===== src/rtl/uart_fifo_core.sv =====
// uart_fifo_core: full-duplex UART with a programmable baud divisor, 16x oversampled receive,
// runtime frame format (5-8 data bits, optional parity, 1/2 stop bits), TX/RX FIFOs with
// valid/ready handshakes and sticky receive error flags.
module uart_fifo_core #(
    parameter int unsigned DIV_W      = 16,
    parameter int unsigned FIFO_DEPTH = 8,
    parameter int unsigned OVS        = 16
) (
    input  logic                          clk,
    input  logic                          reset,
    input  logic [DIV_W-1:0]              divisor,
    input  logic [3:0]                    frame_length,
    input  logic                          parity_en,
    input  logic                          parity_type,
    input  logic                          stop2,
    input  logic [7:0]                    tx_data,
    input  logic                          tx_valid,
    output logic                          tx_ready,
    output logic [7:0]                    rx_data,
    output logic                          rx_valid,
    input  logic                          rx_ready,
    input  logic                          err_clr,
    output logic                          rx_parity_err,
    output logic                          rx_frame_err,
    output logic                          rx_overrun,
    output logic                          tx_busy,
    output logic [$clog2(FIFO_DEPTH):0]   tx_level,
    output logic [$clog2(FIFO_DEPTH):0]   rx_level,
    input  logic                          rx,
    output logic                          tx
);

    localparam int unsigned AW = $clog2(FIFO_DEPTH);
    localparam int unsigned CW = $clog2(OVS);
    localparam logic [CW-1:0] OvsLast = CW'(OVS - 1);
    // Start-bit re-sample lands OVS/2-1 ticks after entry; counter is 0 on the first of those.
    localparam logic [CW-1:0] OvsHalf = CW'(OVS / 2 - 2);
    localparam logic [AW:0]   LvlFull = (AW + 1)'(FIFO_DEPTH);

    typedef enum logic [2:0] {TxIdle, TxStart, TxData, TxParity, TxStop1, TxStop2} tx_state_e;
    typedef enum logic [2:0] {RxIdle, RxStart, RxData, RxParity, RxStop, RxWaitHigh} rx_state_e;

    function automatic logic [3:0] clamp_len(input logic [3:0] fl);
        if (fl < 4'd5)      return 4'd5;
        else if (fl > 4'd8) return 4'd8;
        else                return fl;
    endfunction

    function automatic logic [7:0] len_mask(input logic [3:0] n);
        return 8'hFF >> (4'd8 - n);
    endfunction

    // ------------------------------------------------------------------ tick generator
    logic [DIV_W-1:0] cnt_q, cnt_d, div_q, div_d;
    logic             tick;

    // Divisor is captured only at wrap so a change never truncates or stretches a period.
    always_comb begin
        tick  = (cnt_q == div_q);
        cnt_d = tick ? '0 : cnt_q + 1'b1;
        div_d = tick ? divisor : div_q;
    end

    // ------------------------------------------------------------------ TX FIFO
    logic [7:0]    tx_mem [FIFO_DEPTH];
    logic [AW-1:0] tx_wptr_q, tx_wptr_d, tx_rptr_q, tx_rptr_d;
    logic [AW:0]   tx_level_q, tx_level_d;
    logic          tx_push, tx_pop;

    // TX FIFO bookkeeping; a push and pop never coincide on a full FIFO.
    always_comb begin
        tx_ready   = (tx_level_q != LvlFull);
        tx_push    = tx_valid && tx_ready;
        tx_wptr_d  = tx_push ? tx_wptr_q + 1'b1 : tx_wptr_q;
        tx_rptr_d  = tx_pop ? tx_rptr_q + 1'b1 : tx_rptr_q;
        tx_level_d = tx_level_q;
        if (tx_push && !tx_pop)      tx_level_d = tx_level_q + 1'b1;
        else if (!tx_push && tx_pop) tx_level_d = tx_level_q - 1'b1;
    end

    // TX storage array, no reset needed.
    always_ff @(posedge clk) begin
        if (tx_push) tx_mem[tx_wptr_q] <= tx_data;
    end

    // ------------------------------------------------------------------ TX FSM
    tx_state_e  tx_state_q, tx_state_d;
    logic [CW-1:0] tx_cnt_q, tx_cnt_d;
    logic [2:0] tx_bit_q, tx_bit_d;
    logic [7:0] tx_shift_q, tx_shift_d;
    logic [3:0] tx_len_q, tx_len_d;
    logic       tx_par_q, tx_par_d, tx_pen_q, tx_pen_d, tx_stop2_q, tx_stop2_d, tx_q, tx_d;
    logic       tx_bit_end, tx_frame_end, tx_load;
    logic [3:0] tx_new_len;
    logic [7:0] tx_new_word;

    // TX next state: each state lasts OVS ticks; frames chain with no idle gap.
    always_comb begin
        tx_state_d   = tx_state_q;
        tx_cnt_d     = tx_cnt_q;
        tx_bit_d     = tx_bit_q;
        tx_shift_d   = tx_shift_q;
        tx_len_d     = tx_len_q;
        tx_par_d     = tx_par_q;
        tx_pen_d     = tx_pen_q;
        tx_stop2_d   = tx_stop2_q;
        tx_pop       = 1'b0;
        tx_load      = 1'b0;
        tx_frame_end = 1'b0;
        tx_bit_end   = tick && (tx_cnt_q == OvsLast);
        tx_new_len   = clamp_len(frame_length);
        tx_new_word  = tx_mem[tx_rptr_q] & len_mask(tx_new_len);

        if (tick && tx_state_q != TxIdle) tx_cnt_d = tx_bit_end ? '0 : tx_cnt_q + 1'b1;

        unique case (tx_state_q)
            TxIdle:   tx_load = tick && (tx_level_q != '0);
            TxStart:  if (tx_bit_end) begin
                          tx_state_d = TxData;
                          tx_bit_d   = '0;
                      end
            TxData:   if (tx_bit_end) begin
                          if ({1'b0, tx_bit_q} == tx_len_q - 4'd1) begin
                              tx_state_d = tx_pen_q ? TxParity : TxStop1;
                          end else begin
                              tx_bit_d   = tx_bit_q + 1'b1;
                              tx_shift_d = tx_shift_q >> 1;
                          end
                      end
            TxParity: if (tx_bit_end) tx_state_d = TxStop1;
            TxStop1:  if (tx_bit_end) begin
                          if (tx_stop2_q) tx_state_d = TxStop2;
                          else            tx_frame_end = 1'b1;
                      end
            TxStop2:  if (tx_bit_end) tx_frame_end = 1'b1;
            default:  tx_state_d = TxIdle;
        endcase

        if (tx_frame_end) begin
            if (tx_level_q != '0) tx_load = 1'b1;
            else                  tx_state_d = TxIdle;
        end

        // Frame start: pop head and freeze the frame format for the whole frame.
        if (tx_load) begin
            tx_pop     = 1'b1;
            tx_state_d = TxStart;
            tx_cnt_d   = '0;
            tx_len_d   = tx_new_len;
            tx_shift_d = tx_new_word;
            tx_par_d   = (^tx_new_word) ^ parity_type;
            tx_pen_d   = parity_en;
            tx_stop2_d = stop2;
        end

        unique case (tx_state_d)
            TxStart:  tx_d = 1'b0;
            TxData:   tx_d = tx_shift_d[0];
            TxParity: tx_d = tx_par_d;
            default:  tx_d = 1'b1;
        endcase
    end

    // ------------------------------------------------------------------ RX front end and FSM
    logic          rx_meta_q, rx_s_q;
    rx_state_e     rx_state_q, rx_state_d;
    logic [CW-1:0] rx_cnt_q, rx_cnt_d;
    logic [2:0]    rx_bit_q, rx_bit_d;
    logic [7:0]    rx_shift_q, rx_shift_d;
    logic [3:0]    rx_len_q, rx_len_d;
    logic          rx_pen_q, rx_pen_d, rx_ptype_q, rx_ptype_d, rx_stop2_q, rx_stop2_d;
    logic          rx_sidx_q, rx_sidx_d;
    logic          rx_sample, rx_push, par_set, frm_set;

    // RX next state: mid-bit sampling every OVS ticks after the start-bit re-sample.
    always_comb begin
        rx_state_d = rx_state_q;
        rx_cnt_d   = rx_cnt_q;
        rx_bit_d   = rx_bit_q;
        rx_shift_d = rx_shift_q;
        rx_len_d   = rx_len_q;
        rx_pen_d   = rx_pen_q;
        rx_ptype_d = rx_ptype_q;
        rx_stop2_d = rx_stop2_q;
        rx_sidx_d  = rx_sidx_q;
        rx_push    = 1'b0;
        par_set    = 1'b0;
        frm_set    = 1'b0;
        rx_sample  = tick && (rx_cnt_q == OvsLast);

        if (tick && rx_state_q inside {RxData, RxParity, RxStop}) begin
            rx_cnt_d = rx_sample ? '0 : rx_cnt_q + 1'b1;
        end

        unique case (rx_state_q)
            RxIdle:     if (tick && !rx_s_q) begin
                            rx_state_d = RxStart;
                            rx_cnt_d   = '0;
                            rx_shift_d = '0;
                            rx_len_d   = clamp_len(frame_length);
                            rx_pen_d   = parity_en;
                            rx_ptype_d = parity_type;
                            rx_stop2_d = stop2;
                        end
            RxStart:    if (tick) begin
                            if (rx_cnt_q == OvsHalf) begin
                                rx_cnt_d   = '0;
                                rx_bit_d   = '0;
                                rx_state_d = rx_s_q ? RxIdle : RxData;
                            end else begin
                                rx_cnt_d = rx_cnt_q + 1'b1;
                            end
                        end
            RxData:     if (rx_sample) begin
                            rx_shift_d[rx_bit_q] = rx_s_q;
                            if ({1'b0, rx_bit_q} == rx_len_q - 4'd1) begin
                                rx_state_d = rx_pen_q ? RxParity : RxStop;
                                rx_sidx_d  = 1'b0;
                            end else begin
                                rx_bit_d = rx_bit_q + 1'b1;
                            end
                        end
            RxParity:   if (rx_sample) begin
                            par_set    = (rx_s_q != ((^rx_shift_q) ^ rx_ptype_q));
                            rx_state_d = RxStop;
                            rx_sidx_d  = 1'b0;
                        end
            RxStop:     if (rx_sample) begin
                            frm_set = !rx_s_q;
                            if (rx_stop2_q && !rx_sidx_q) begin
                                rx_sidx_d = 1'b1;
                            end else begin
                                rx_push    = 1'b1;
                                rx_state_d = rx_s_q ? RxIdle : RxWaitHigh;
                            end
                        end
            // A held-low line (break) must return high before a new start is accepted.
            RxWaitHigh: if (rx_s_q) rx_state_d = RxIdle;
            default:    rx_state_d = RxIdle;
        endcase
    end

    // ------------------------------------------------------------------ RX FIFO and flags
    logic [7:0]    rx_mem [FIFO_DEPTH];
    logic [AW-1:0] rx_wptr_q, rx_wptr_d, rx_rptr_q, rx_rptr_d;
    logic [AW:0]   rx_level_q, rx_level_d;
    logic          rx_pop, rx_wr, ovr_set;
    logic          par_q, par_d, frm_q, frm_d, ovr_q, ovr_d;

    // RX FIFO bookkeeping; a full FIFO still accepts a push when the head pops the same cycle.
    always_comb begin
        rx_valid   = (rx_level_q != '0);
        rx_pop     = rx_ready && rx_valid;
        rx_wr      = rx_push && ((rx_level_q != LvlFull) || rx_pop);
        ovr_set    = rx_push && !rx_wr;
        rx_wptr_d  = rx_wr ? rx_wptr_q + 1'b1 : rx_wptr_q;
        rx_rptr_d  = rx_pop ? rx_rptr_q + 1'b1 : rx_rptr_q;
        rx_level_d = rx_level_q;
        if (rx_wr && !rx_pop)      rx_level_d = rx_level_q + 1'b1;
        else if (!rx_wr && rx_pop) rx_level_d = rx_level_q - 1'b1;
        // Sticky flags: a new error wins over a clear in the same cycle.
        par_d = par_set || (par_q && !err_clr);
        frm_d = frm_set || (frm_q && !err_clr);
        ovr_d = ovr_set || (ovr_q && !err_clr);
    end

    // RX storage array, no reset needed.
    always_ff @(posedge clk) begin
        if (rx_wr) rx_mem[rx_wptr_q] <= rx_shift_q;
    end

    // Two-flop synchroniser for the asynchronous rx pin, idles high.
    always_ff @(posedge clk or negedge reset) begin
        if (!reset) begin
            rx_meta_q <= 1'b1;
            rx_s_q    <= 1'b1;
        end else begin
            rx_meta_q <= rx;
            rx_s_q    <= rx_meta_q;
        end
    end

    // All control state; reset aborts any frame and drives tx high at once.
    always_ff @(posedge clk or negedge reset) begin
        if (!reset) begin
            cnt_q      <= '0;
            div_q      <= '0;
            tx_wptr_q  <= '0;
            tx_rptr_q  <= '0;
            tx_level_q <= '0;
            tx_state_q <= TxIdle;
            tx_cnt_q   <= '0;
            tx_bit_q   <= '0;
            tx_shift_q <= '0;
            tx_len_q   <= 4'd8;
            tx_par_q   <= 1'b0;
            tx_pen_q   <= 1'b0;
            tx_stop2_q <= 1'b0;
            tx_q       <= 1'b1;
            rx_state_q <= RxIdle;
            rx_cnt_q   <= '0;
            rx_bit_q   <= '0;
            rx_shift_q <= '0;
            rx_len_q   <= 4'd8;
            rx_pen_q   <= 1'b0;
            rx_ptype_q <= 1'b0;
            rx_stop2_q <= 1'b0;
            rx_sidx_q  <= 1'b0;
            rx_wptr_q  <= '0;
            rx_rptr_q  <= '0;
            rx_level_q <= '0;
            par_q      <= 1'b0;
            frm_q      <= 1'b0;
            ovr_q      <= 1'b0;
        end else begin
            cnt_q      <= cnt_d;
            div_q      <= div_d;
            tx_wptr_q  <= tx_wptr_d;
            tx_rptr_q  <= tx_rptr_d;
            tx_level_q <= tx_level_d;
            tx_state_q <= tx_state_d;
            tx_cnt_q   <= tx_cnt_d;
            tx_bit_q   <= tx_bit_d;
            tx_shift_q <= tx_shift_d;
            tx_len_q   <= tx_len_d;
            tx_par_q   <= tx_par_d;
            tx_pen_q   <= tx_pen_d;
            tx_stop2_q <= tx_stop2_d;
            tx_q       <= tx_d;
            rx_state_q <= rx_state_d;
            rx_cnt_q   <= rx_cnt_d;
            rx_bit_q   <= rx_bit_d;
            rx_shift_q <= rx_shift_d;
            rx_len_q   <= rx_len_d;
            rx_pen_q   <= rx_pen_d;
            rx_ptype_q <= rx_ptype_d;
            rx_stop2_q <= rx_stop2_d;
            rx_sidx_q  <= rx_sidx_d;
            rx_wptr_q  <= rx_wptr_d;
            rx_rptr_q  <= rx_rptr_d;
            rx_level_q <= rx_level_d;
            par_q      <= par_d;
            frm_q      <= frm_d;
            ovr_q      <= ovr_d;
        end
    end

    // Output wiring.
    always_comb begin
        tx            = tx_q;
        tx_busy       = (tx_state_q != TxIdle);
        tx_level      = tx_level_q;
        rx_level      = rx_level_q;
        rx_data       = rx_valid ? rx_mem[rx_rptr_q] : 8'h00;
        rx_parity_err = par_q;
        rx_frame_err  = frm_q;
        rx_overrun    = ovr_q;
    end

endmodule


===== config.mk =====
export PLATFORM = sky130hd
export DESIGN_NAME = uart_fifo_core
export DESIGN_NICKNAME = d
export VERILOG_FILES = /design/src/rtl/uart_fifo_core.sv
export SDC_FILE = /design/constraint.sdc
export NUM_CORES = 1
export LEC_CHECK = 0
export BUFFER_PORTS_ARGS = -buffer_cell sky130_fd_sc_hd__buf_4
export CAP_MARGIN = 20
export CORE_AREA = 2 2 137 139
export CTS_CLUSTER_DIAMETER = 80
export DETAILED_ROUTE_END_ITERATION = 10
export DIE_AREA = 0 0 139 141
export PLACE_DENSITY_LB_ADDON = 0.15
export SYNTH_ARGS = -nofsm -noshare
export SYNTH_HDL_FRONTEND = slang
export SYNTH_SLANG_ARGS = --single-unit

===== constraint.sdc =====
create_clock -name clk -period 3.6 [get_ports clk]
set_clock_uncertainty 0.15 [all_clocks]
set_input_delay 0.72 -clock clk [delete_from_list [all_inputs] [get_ports clk]]
set_output_delay 0.72 -clock clk [all_outputs]
set_load 0.02 [all_outputs]

==> flow_metrics.py, run 1 <==
metrics = {
    "outcome": {
        "status": "finished, final reports clean",
    },
    "sta": {
        "hold_slack_ns": 0.0105,
        "finalHoldViolations": 0,
        "min_period_over_period_pct": 92.2,
        "fmaxAchievable_mhz": 301,
        "fin_crit_ns": 3.32,
        "tns_ns": 0,
        "worstMarginPinSlew_ns": 0.894,
        "finalSetupViolations": 0,
        "finalMaxSlewViolations": 0,
        "rsz0062_at_grt": "no",
        "relSlewSlack_pct": 40.2,
    },
    "cells_and_area": {
        "fin_nets": 943,
        "most-common-layout-cells": "edfxtp_1 (128), dfrtp_1 (104), buf_4 (84)",
        "drive_gt1_share_pct": 20.7,
        "diodes": 0,
        "syn_to_final_growth_pct": 14.5,
        "fin_area_um2": 12500,
        "layout_commonest_cell": "edfxtp_1",
    },
    "critical_path": {
        "worst-path-buf-inv": 3,
        "path_max_fanout": 16,
        "worst_path_most_repeated_cell": "ha_1",
        "cp_slowest_cell": "dfrtp_1",
        "cp.required_ns": 3.84,
        "cpPeakStageDelay_ns": 0.43,
        "worst_setup_path_end_kind": "flop",
        "worst_setup_path_start_kind": "flop",
        "path_cells": "ha_1 -> and3_1 -> a31oi_1 -> nor3_1 -> buf_4 -> and2_1 -> inv_4 -> ha_1 -> inv_1 -> ha_1 -> a21o_1 -> a21oi_1 -> xnor2_1 -> nor2_1 -> xor2_1",
        "path_delay_family": "adder cells",
        "worstSetupPathType": "flop to flop",
        "worstPathArrival_ns": 3.56,
        "rr_worst_depth": 15,
        "crit_cells": 15,
    },
    "yosys": {
        "synthesis.nets": 871,
        "syn_area_um2": 10900,
        "yosysWarnings": 0,
        "synth_area_per_cell_um2": 13.4,
        "synth_edf_count": 128,
        "async_reset_ff_share_pct": 46.0,
        "synthCells": 811,
        "ys_seq_area_share_pct": 60.5,
        "ys_seq_elements": 237,
        "ys.flop_type": "edfxtp_1",
        "ys_types": 72,
    },
    "drt": {
        "routedWlPerCell_um": 18.9,
        "first_pass_iters": 5,
        "drt_iter0_drc": 536,
        "vias": 6644,
        "drt.antenna.violating_nets": 0,
        "wirelength_mm": 21.5,
        "via_per_inst": 5.85,
        "route.detailed.drc": 0,
    },
    "floorplanning": {
        "fp.dieW_um": 139,
        "start_util_pct": 59.6,
        "rows": 50,
        "die-area_um2": 19600,
        "pin_count": 60,
        "die_y_um": 141,
        "core_region_area_um2": 18300,
    },
    "clock_network": {
        "clk_path_buf_depth": 3,
        "cts_setup_buffers": 0,
        "clk_pin_slew_ns": 0.06,
        "cts_made_buffers": 25,
        "cts_resized": 0,
        "h-tree-depth": 1,
        "clock_sinks": 237,
        "tritoncts": "yes",
        "cts_hold_buf": 0,
        "root_buffer": "clkbuf_16",
        "clock_latency_ns": 0.51,
    },
    "placement": {
        "gp_congestion": 0.840,
        "dp_hpwl_mm": 14.6,
        "post_dp_cell_area_um2": 11600,
        "port-buffer-count": 59,
    },
    "hold_path": {
        "hp-class": "input pin to asynchronous set/reset pin",
    },
    "grt": {
        "grt_max_degree": 49,
        "grt_pass1_vias": 6926,
        "grt_usage_pct": 22.8,
        "antenna_found_initial": 0,
        "grt_pass1_wl_mm": 36.0,
        "gr-total-overflow": 0,
    },
    "pwr": {
        "max-vdd-ir-drop_v": 0.000441,
        "cellPowerDensity_nw_per_um2": 516,
        "leakage_nw": 4.98,
        "total_power_mw": 6.42,
    },
    "job": {
        "max_cap_viol_count": 0,
    },
}
## synth_stat cells (3+ instances only)
| library cell | n | share of area (%) |
|---|---|---|
| edfxtp_1 | 128 | 35 |
| dfrtp_1 | 104 | 24 |
| nand2_1 | 64 | 2.2 |
| nor2_1 | 63 | 2.2 |
| xnor2_1 | 52 | 4.2 |
| mux2i_1 | 24 | 2.2 |
| mux2_2 | 23 | 2.4 |
| o21ai_0 | 23 | 1.1 |
| ha_1 | 21 | 2.4 |
| mux4_2 | 21 | 4.3 |
| inv_1 | 20 | 0.69 |
| nand3_1 | 19 | 0.87 |
| nor3_1 | 17 | 0.78 |
| a21oi_1 | 15 | 0.69 |
| clkbuf_1 | 15 | 0.52 |
| o21ai_1 | 15 | 0.69 |
| buf_2 | 14 | 0.64 |
| xor2_1 | 14 | 1.1 |
| nand2b_1 | 10 | 0.57 |
| nor2b_1 | 10 | 0.57 |
| nand4_1 | 8 | 0.46 |
| a21o_1 | 7 | 0.48 |
| a31oi_1 | 7 | 0.40 |
| mux2_1 | 7 | 0.72 |
| a221o_1 | 6 | 0.55 |
| and2_1 | 6 | 0.35 |
| o211ai_1 | 6 | 0.41 |
| a22o_1 | 5 | 0.40 |
| and3_1 | 5 | 0.29 |
| buf_1 | 5 | 0.17 |
| dfstp_2 | 5 | 1.2 |
| nor3b_1 | 5 | 0.35 |
| a211oi_1 | 4 | 0.28 |
| a32o_1 | 4 | 0.37 |
| mux4_1 | 4 | 0.97 |
| o31ai_1 | 4 | 0.28 |
| buf_6 | 3 | 0.31 |
| nor4_1 | 3 | 0.17 |
## sequential cells by signal, summed over array words and instances, names as in the netlist, 4 cells and up
signal      flops
tx_cnt_q        4
rx_shift_q      8
rx_len_q        4
div_q          16
cnt_q          16
tx_len_q        4
rx_cnt_q        4
rx_mem         64
rx_level        4
tx_mem         64
tx_shift_q      8
tx_level        4
## layout make-up
cell class	instances	area [µm²]
flip-flops and latches	237	6580
fillers	1294	5810
multi-input cells	513	4020
clock buffers	38	734
repair buffers	85	651
well taps	234	293
clock inverters	8	96.3
inverters	21	81.3
## through the flow
stage                     utilization [%]  worst slack (ns)  cells
final                                68.2             0.280   1136
after detailed placement             63.6             0.122   1090
after floorplan                         -             0.270    811
after global routing                 68.2            0.0390   1136
after CTS                            68.2             0.286   1136
after global placement               63.6             0.239   1090
## worst register-to-register path, stage by stage (launching register included)
cell	delay [ns]
dfrtp_1	0.43
ha_1	0.26
and3_1	0.26
a31oi_1	0.18
nor3_1	0.07
buf_4	0.17
and2_1	0.19
inv_4	0.17
ha_1	0.22
inv_1	0.09
ha_1	0.29
a21o_1	0.18
a21oi_1	0.18
xnor2_1	0.16
nor2_1	0.08
xor2_1	0.14
## final timing paths
check                            start           to  slack [ns]
min                              reset     div_q[1]        0.01
max in group asynchronous        reset  rx_level[3]        2.53
min reg2reg                  rx_meta_q       rx_s_q        0.21
min in group clk                    rx    rx_meta_q        0.17
max reg2reg                tx_cnt_q[0]  tx_level[3]        0.28
max                        tx_cnt_q[0]  tx_level[3]        0.28
## layer usage
| layer | track usage [%] | up-vias | part of all wire [%] |
|---|---|---|---|
| li1 | - | 3127 | - |
| met1 | 30.9 | 3303 | 42 |
| met2 | 39.4 | 174 | 52 |
| met3 | 3.23 | 40 | 4.3 |
| met4 | 6.17 | 0 | 1.9 |
| met5 | 0 | - | 0 |
## power breakdown
part | total [mW] | internal, mW | switching (mW)
sequential | 3.20 | 3.06 | 0.137
clock | 2.57 | 1.55 | 1.02
combinational | 0.660 | 0.306 | 0.354
total | 6.42 | 4.91 | 1.51
## logic make-up after synthesis
group | Yosys count | share of synthesized area (%)
adder cells (fa/ha/maj) | 23 | 2.78
XOR/XNOR | 72 | 6.34
AO/OA/AOI/OAI | 115 | 7.30
multiplexers | 79 | 10.6
flip-flops | 237 | 60.5
AND/OR/NAND/NOR | 224 | 9.84
buffers and inverters | 61 | 2.66
No activity file was read; power rests on OpenSTA's default activity.
==> run 2: changes to the inputs <==
- clock period: 3.6 -> 3.1 ns (I/O delays scaled with it)
==> run 2 against run 1 <==
Effect of this change: critical path depth shrank 10; utilization increased by 1.4 points; power up 18%; sequential share of layout area is 1.0 points lower; register-to-register slack got worse by 0.15 ns; worst setup slack lost 0.16 ns; clock power up 18%; largest power group unchanged.
==> flow_metrics.py, run 2 (synthesis gave the netlist of run 1 again) <==
metrics = {
    "outcome": {
        "status": "finished, final reports clean",
    },
    "drt": {
        "drt.antenna.violating_nets": 0,
        "via_per_inst": 5.89,
        "routedWlPerCell_um": 18.7,
        "first_pass_iters": 5,
        "vias": 6823,
        "drt_iter0_drc": 423,
        "met1_length_mm": 9.43,
        "highest_layer": "met4",
        "wl_met3_um": 965,
        "route.detailed.drc": 0,
        "wl_met2_mm": 10.8,
        "wirelength_mm": 21.7,
    },
    "clock_network": {
        "clock_latency_ns": 0.53,
        "tritoncts": "yes",
        "h-tree-depth": 1,
        "clk_pin_slew_ns": 0.06,
        "cts_made_buffers": 25,
        "root_buffer": "clkbuf_16",
        "clk_path_buf_depth": 3,
        "clock_sinks": 237,
    },
    "hold_path": {
        "hp-class": "input pin to flop",
        "hold_depth": 1,
        "worst_hold_path.endpoint": "rx_meta_q",
        "min_from": "rx",
    },
    "floorplanning": {
        "start_util_pct": 59.6,
        "fp.dieW_um": 139,
        "die-area_um2": 19600,
        "core_region_area_um2": 18300,
        "die_y_um": 141,
        "pin_count": 60,
        "rows": 50,
    },
    "pwr": {
        "total_power_mw": 7.58,
        "max-vdd-ir-drop_v": 0.000557,
        "leakage_nw": 5.11,
        "cellPowerDensity_nw_per_um2": 597,
    },
    "grt": {
        "grt_max_degree": 62,
        "grt_pass1_vias": 6937,
        "gr-total-overflow": 0,
        "grt_pass1_wl_mm": 36.1,
        "antenna_found_initial": 0,
        "grt_usage_pct": 22.8,
    },
    "sta": {
        "finalMaxSlewViolations": 0,
        "worstMarginPinSlew_ns": 0.667,
        "tns_ns": 0,
        "fmaxAchievable_mhz": 335,
        "relSlewSlack_pct": 55.5,
        "finalSetupViolations": 0,
        "rsz0062_at_grt": "yes",
        "min_period_over_period_pct": 96.2,
        "finalHoldViolations": 0,
        "hold_slack_ns": 0.0706,
        "fin_crit_ns": 2.98,
    },
    "critical_path": {
        "path_max_fanout": 18,
        "worst_setup_path_start_kind": "flop",
        "reg2reg_from": "cnt_q[4]",
        "rr_worst_depth": 15,
        "reg2reg_to": "tx_level[3]",
        "worstPathArrival_ns": 2.21,
        "cp.required_ns": 2.33,
        "r2r_slack_ns": 0.13,
        "worstSetupPathType": "flop to primary output",
        "worst_setup_path_end_kind": "primary output",
    },
    "placement": {
        "gp_congestion": 0.881,
        "dpl.cell_count": 1106,
        "dp_hpwl_mm": 14.5,
        "port-buffer-count": 59,
    },
    "cells_and_area": {
        "syn_to_final_growth_pct": 16.8,
        "most-common-layout-cells": "edfxtp_1 (128), buf_4 (106), dfrtp_1 (102)",
        "largestRegisters": "rx_mem: 64 flops, tx_mem: 64 flops",
        "layout_commonest_cell": "edfxtp_1",
        "regArea_um2": 6580,
        "diodes": 0,
        "multi_input_area_um2": 4080,
        "drive_gt1_share_pct": 23.9,
        "utilization_pct": 69.5,
        "final_cells": 1159,
        "fill_cells": 1278,
        "fin_nets": 966,
    },
    "job": {
        "max_cap_viol_count": 0,
    },
}
[run 2: worst max path at each step]
| stage | from | endpoint | slack [ns] | cells after the start |
|---|---|---|---|---|
| global route | cnt_q[4] | tx_level[3] | -0.05 | 15 |
| global placement | frame_length[3] | tx_par_q | 0.07 | 12 |
| finish | rx_rptr_q[0] | rx_data[6] | 0.12 | 5 |
| CTS | cnt_q[8] | rx_level[3] | -0.01 | 13 |
| detailed placement | cnt_q[14] | rx_level[3] | -0.04 | 13 |
| floorplan | tx_cnt_q[0] | tx_level[3] | 0.009 | 17 |
[run 2: cell type report]
type | instances | share of cell area [%]
Sequential cell | 237 | 51.8
Multi-Input combinational cell | 513 | 32.1
Timing Repair Buffer | 108 | 6.50
Clock buffer | 38 | 5.70
Tap cell | 234 | 2.30
Clock inverter | 8 | 0.936
Inverter | 21 | 0.660
[run 2: where the power goes]
| group | switching (mW) | total, mW | internal, mW |
|---|---|---|---|
| clock | 1.18 | 3.04 | 1.86 |
| combinational | 0.433 | 0.837 | 0.404 |
| sequential | 0.153 | 3.70 | 3.55 |
| total | 1.77 | 7.58 | 5.82 |
[run 2: metrics by stage]
stage                     setup slack [ns]  cell area [µm²]
after floorplan                    0.00896            10900
after global placement              0.0739            11800
after detailed placement           -0.0399            11800
after CTS                          -0.0147            12600
after global routing               -0.0473            12700
final                                0.118            12700
[run 2: what timing repair did]
| action | in CTS | in global routing |
|---|---|---|
| hold buffers | 1 | 0 |
| resized for setup | 6 | 7 |
| buffers inserted | 0 | 6 |
| endpoints found under the hold margin | 3 | 0 |
| pin swaps | 4 | 12 |
| endpoints found under the setup margin | 3 | 2 |
[run 2: worst max-delay path, cell delays in order, from the launching register on]
cell     delay (ns)
dfrtp_1        0.32
buf_4          0.34
mux4_2         0.56
mux2i_1        0.24
nor2_1         0.07
buf_4          0.16
[run 2: routing by layer]
metal | vias up | GRT usage, %
li1 | 3167 | -
met1 | 3434 | 30.7
met2 | 182 | 39.1
met3 | 40 | 3.36
met4 | 0 | 6.80
met5 | - | 0
